--- src/rtl/store_merge_unit_pkg.sv ---
// Shared definitions for the store merge unit: size encodings, FSM states
// and a helper that folds the reserved size code onto word stores.
package store_merge_unit_pkg;

    localparam logic [1:0] SIZE_BYTE = 2'b00;
    localparam logic [1:0] SIZE_HALF = 2'b01;
    localparam logic [1:0] SIZE_WORD = 2'b10;

    typedef enum logic [1:0] {
        ST_IDLE,
        ST_RD_REQ,
        ST_RD_WAIT,
        ST_WR_REQ
    } state_t;

    // Reserved code 11 behaves exactly as a word store.
    function automatic logic [1:0] norm_size(input logic [1:0] s);
        return (s == 2'b11) ? SIZE_WORD : s;
    endfunction

endpackage

--- src/rtl/store_merge_unit_lane_merge.sv ---
// store_lane_merge: combinational big-endian lane insert.
// Ports: i_old (memory word), i_data (store value), i_size, i_offset -> o_merged.
module store_lane_merge
    import store_merge_unit_pkg::*;
(
    input  logic [31:0] i_old,
    input  logic [31:0] i_data,
    input  logic [1:0]  i_size,
    input  logic [1:0]  i_offset,
    output logic [31:0] o_merged
);

    // Offset 0 is the most significant lane.
    always_comb begin
        o_merged = i_old;
        if (i_size == SIZE_BYTE) begin
            unique case (i_offset)
                2'd0: o_merged[31:24] = i_data[7:0];
                2'd1: o_merged[23:16] = i_data[7:0];
                2'd2: o_merged[15:8]  = i_data[7:0];
                default: o_merged[7:0] = i_data[7:0];
            endcase
        end else if (i_size == SIZE_HALF) begin
            if (i_offset[1]) begin
                o_merged[15:0] = i_data[15:0];
            end else begin
                o_merged[31:16] = i_data[15:0];
            end
        end else begin
            o_merged = i_data;
        end
    end

endmodule

--- src/rtl/store_merge_unit.sv ---
// Store-side data path: SB/SH via read-modify-write, SW written directly.
// Ports: req_* store request, mem_* word memory port, done/misalign pulses.
// Optional: STORE_MISALIGN_TRAP_EN rejects misaligned SH/SW with a misalign pulse;
// when undefined, low address bits are forced to alignment.
module store_merge_unit
    import store_merge_unit_pkg::*;
#(
    parameter int ADDR_W = 32
) (
    input  logic              clk,
    input  logic              rst,
    input  logic              req_valid,
    output logic              req_ready,
    input  logic [1:0]        req_size,
    input  logic [ADDR_W-1:0] req_addr,
    input  logic [31:0]       req_wdata,
    output logic              mem_req,
    output logic              mem_we,
    output logic [ADDR_W-3:0] mem_addr,
    output logic [31:0]       mem_wdata,
    input  logic              mem_gnt,
    input  logic              mem_rvalid,
    input  logic [31:0]       mem_rdata,
    output logic              done,
    output logic              misalign
);

    state_t            r_state;
    logic [1:0]        r_size;
    logic [ADDR_W-3:0] r_waddr;
    logic [1:0]        r_off;
    logic [31:0]       r_data;
    logic [31:0]       r_wdata;
    logic              r_mem_req;
    logic              r_mem_we;
    logic              r_done;
    logic              r_misalign;

    logic [1:0]        w_size;
    logic [1:0]        w_off;
    logic              w_trap;
    logic [31:0]       w_merged;

    assign w_size = norm_size(req_size);

    // Offset as seen by the lane merger, aligned to the access size.
    always_comb begin
        w_off = req_addr[1:0];
        if (w_size == SIZE_HALF) begin
            w_off[0] = 1'b0;
        end else if (w_size == SIZE_WORD) begin
            w_off = 2'b00;
        end
    end

`ifdef STORE_MISALIGN_TRAP_EN
    assign w_trap = ((w_size == SIZE_HALF) && req_addr[0]) ||
                    ((w_size == SIZE_WORD) && (req_addr[1:0] != 2'b00));
`else
    assign w_trap = 1'b0;
`endif

    store_lane_merge u_merge (
        .i_old    (mem_rdata),
        .i_data   (r_data),
        .i_size   (r_size),
        .i_offset (r_off),
        .o_merged (w_merged)
    );

    always_ff @(posedge clk) begin
        if (rst) begin
            r_state    <= ST_IDLE;
            r_size     <= 2'b00;
            r_waddr    <= '0;
            r_off      <= 2'b00;
            r_data     <= '0;
            r_wdata    <= '0;
            r_mem_req  <= 1'b0;
            r_mem_we   <= 1'b0;
            r_done     <= 1'b0;
            r_misalign <= 1'b0;
        end else begin
            r_done     <= 1'b0;
            r_misalign <= 1'b0;
            unique case (r_state)
                ST_IDLE: begin
                    if (req_valid) begin
                        r_size  <= w_size;
                        r_waddr <= req_addr[ADDR_W-1:2];
                        r_off   <= w_off;
                        r_data  <= req_wdata;
                        if (w_trap) begin
                            r_misalign <= 1'b1;
                        end else if (w_size == SIZE_WORD) begin
                            r_wdata   <= req_wdata;
                            r_mem_req <= 1'b1;
                            r_mem_we  <= 1'b1;
                            r_state   <= ST_WR_REQ;
                        end else begin
                            r_mem_req <= 1'b1;
                            r_mem_we  <= 1'b0;
                            r_state   <= ST_RD_REQ;
                        end
                    end
                end
                ST_RD_REQ: begin
                    if (mem_gnt) begin
                        r_mem_req <= 1'b0;
                        r_state   <= ST_RD_WAIT;
                    end
                end
                ST_RD_WAIT: begin
                    if (mem_rvalid) begin
                        r_wdata   <= w_merged;
                        r_mem_req <= 1'b1;
                        r_mem_we  <= 1'b1;
                        r_state   <= ST_WR_REQ;
                    end
                end
                ST_WR_REQ: begin
                    if (mem_gnt) begin
                        r_mem_req <= 1'b0;
                        r_mem_we  <= 1'b0;
                        r_done    <= 1'b1;
                        r_state   <= ST_IDLE;
                    end
                end
                default: begin
                    r_state <= ST_IDLE;
                end
            endcase
        end
    end

    assign req_ready = (r_state == ST_IDLE);
    assign mem_req   = r_mem_req;
    assign mem_we    = r_mem_we;
    assign mem_addr  = r_waddr;
    assign mem_wdata = r_wdata;
    assign done      = r_done;
    assign misalign  = r_misalign;

endmodule

--- config.mk ---
export PLATFORM = sky130hd
export DESIGN_NAME = store_merge_unit
export DESIGN_NICKNAME = d
export VERILOG_FILES = /design/src/rtl/store_merge_unit_pkg.sv /design/src/rtl/store_merge_unit_lane_merge.sv /design/src/rtl/store_merge_unit.sv
export SDC_FILE = /design/constraint.sdc
export NUM_CORES = 1
export LEC_CHECK = 0
export CORE_MARGIN = 10
export CORE_UTILIZATION = 40
export DETAILED_ROUTE_END_ITERATION = 12
export PLACE_DENSITY = 0.72
export SYNTH_ARGS = -nofsm -noshare
export SYNTH_HDL_FRONTEND = slang
export SYNTH_SLANG_ARGS = --single-unit
--- constraint.sdc ---
create_clock -name clk -period 2.2 [get_ports clk]
set_clock_uncertainty 0.2 [all_clocks]
set_input_delay 0.44 -clock clk [delete_from_list [all_inputs] [get_ports clk]]
set_output_delay 0.44 -clock clk [all_outputs]
set_load 0.1 [all_outputs]
==> qor.txt <==
Detailed Routing Iterations Pass 1 = 6
Root Buffer = clkbuf_16
Initial Utilization = 41.1%
worst ir drop on vdd = 0.737 mV
final std cells w/o fill = 952
die area = 17,300 um^2
area of the multi-input gates = 2670 um^2
max-cap check violation count = 0
n_diodes = 0
Sink Count = 103
Syn Inst Count = 627
Final Hold Vio Count = 0
Nets = 886
CP startpoint kind = register
Clock Latency Late Sink = 360 ps
Max transition margin = 58.5%
asr flop ratio synth = 0%
TritonCTS buffer count = 9
measured slew at the worst slew-check pin = 622 ps
register area share after synthesis = 41.4%
CTS Buffer Depth = 2
Area Growth Syn to Fin = 42.4%
minimum clock period = 2020 ps
commonest register cell after synthesis = dfxtp_1
Max Slew Vio Count = 0
overall die width = 132 um
post-DP HPWL = 13,000 um
GR Overflow Total = 0
Synth top area share = 41.4%
largest net degree at the start of global routing = 40
Setup TNS = 0 ps
DRT Wirelength = 17,300 um
CP max FO = 7
cell with the most instances after synthesis = nand2_1
# rows = 40
Yosys cell types = 52
Pleak = 0.00288 uW
GPL Wtd Cong = 0.869
Reg2Reg Depth = 6
1st-iter DRT viols = 455
Yosys warning count = 0
unrepaired setup endpoints after global routing = false
Post-synth EDFFs = 0
Synth area leaders = dfxtp_1 (41%), nand2_1 (13%), a21oi_1 (8.6%)
outcome = finished clean
top post-synthesis cells by count = nand2_1 (170), dfxtp_1 (103), a21oi_1 (86), clkbuf_1 (28), a22o_1 (23)
port buffer count = 168
Chip Height = 132 um
Max Clk Rate = 0.494 GHz
Storage cell area = 2060 um^2
DRC violations left = 0
Crit. End Element = register
CTS tree = built
Final Cycle Share = 91.9%
hold path cells = 2
final setup violation count = 0
initial antenna violation count = 0
CTS hold repair buffers = 0
Global Route Usage Sum = 18.9%
clock slew at reported path FFs = 80 ps
via count = 5,175
WL/cell = 18.1 um
CP arrival = 2080 ps
placed cell count = 936
# IOs = 170
Via density = 5.44
core area = 12,100 um^2
Post-Syn Area = 4980 um^2
critical path class = reg2reg
synthesis-stage register bit count = 103
pwr dens = 1240 nW/um^2
layout cells sized above 1 = 17.0%
fill cell count = 1,106
post-route ant nets = 0
class of the worst hold path = reg2reg
Worst Path Required = 2250 ps
Mapped Avg Cell Area = 7.95 um^2
Synth area leader = dfxtp_1
vias in the first global route = 5,133
CTS H-Tree Depth = 3
Hold Worst Slack = 254 ps
global-route wire length before repair = 26,900 um
Post-Syn Nets = 734
per-stage QoR:
stage / util [%] / area, um^2 / total power [uW] / setup slack [ps]
floorplan: - / 4990 / 5820 / 0.966
global placement: 56.0 / 6780 / 7080 / 71.7
detailed placement: 56.0 / 6780 / 7170 / -14.4
CTS: 58.5 / 7090 / 8840 / 44.9
global route: 58.6 / 7100 / 9210 / 40.6
finish: 58.6 / 7100 / 8810 / 177
power by group:
part	switching, uW	leakage (uW)	total (uW)	internal [uW]
Sequential	288	0.000843	2520	2240
Clock	766	0.000145	1660	899
Combinational	3250	0.00189	4620	1370
critical path: stages, from the launching register on:
cell and delay [ps]:
dfxtp_1 340, inv_1 150, ha_2 280, nand2b_1 190, a221o_1 310, a21o_1 190
a32o_1 260
path summary, 6_finish.rpt:
| path | start | endpoint | slack [ps] |
|---|---|---|---|
| max | r_state[0] | mem_wdata[25] | 180 |
| min | r_data[29] | r_data[29] | 250 |
| max reg2reg | r_state[0] | mem_wdata[25] | 180 |
| min reg2reg | r_data[29] | r_data[29] | 250 |
registers in the layout, indices dropped and copies added, names as in the netlist:
register   cells
r_size         2
done           1
r_state        2
mem_addr      30
mem_wdata     32
mem_we         1
r_off          2
mem_req        1
r_data        32
per-layer routing:
| layer | track usage (%) | routed length, um | up-vias |
|---|---|---|---|
| met5 | 0 | 0 | - |
| li1 | - | - | 2510 |
| met1 | 21.4 | 7060 | 2427 |
| met3 | 7.74 | 1520 | 19 |
| met4 | 5.19 | 264 | 0 |
| met2 | 32.0 | 8410 | 219 |
final cells by class:
class                      count  area share (%)
multi-input combinational    461            37.6
sequential                   103            29.1
timing repair buffer         197            25.6
clock buffer                   9            3.17
tap                          168            2.96
clock inverter                 7            1.15
inverter                       7           0.370
cell families after synthesis:
logic type / count (synthesis) / synth area share, %
adder cells (fa/ha/maj): 4 / 1.00
flip-flops: 103 / 41.4
multiplexers: 17 / 3.44
other: 1 / 0.0753
buffers and inverters: 63 / 5.52
AO/OA/AOI/OAI: 205 / 28.2
AND/OR/NAND/NOR: 234 / 20.4
timing repair:
action,CTS,global route
setup buffers,0,0
setup endpoints to repair,0,18
gates resized for setup,0,3
hold endpoints to repair,0,0
placed cells by master, fill, tap and decap left out, drive strengths merged, types with 8 or more instances in the layout:
| master | Yosys | final |
|---|---|---|
| a211oi | 8 | 8 |
| a21boi | 8 | 8 |
| a21o | 9 | 9 |
| a21oi | 87 | 87 |
| a22o | 23 | 23 |
| a22oi | 9 | 9 |
| a32oi | 9 | 9 |
| and3 | 10 | 10 |
| buf | 27 | 96 |
| clkbuf | 29 | 9 |
| clkdlybuf4s50 | 0 | 101 |
| dfxtp | 103 | 103 |
| inv | 7 | 9 |
| mux2i | 16 | 16 |
| nand2 | 170 | 170 |
| nand4 | 8 | 8 |
| nor2 | 15 | 15 |
| o211ai | 8 | 8 |
| o21ai | 12 | 12 |
| or2 | 8 | 8 |
(Power assumes the default switching activity.)
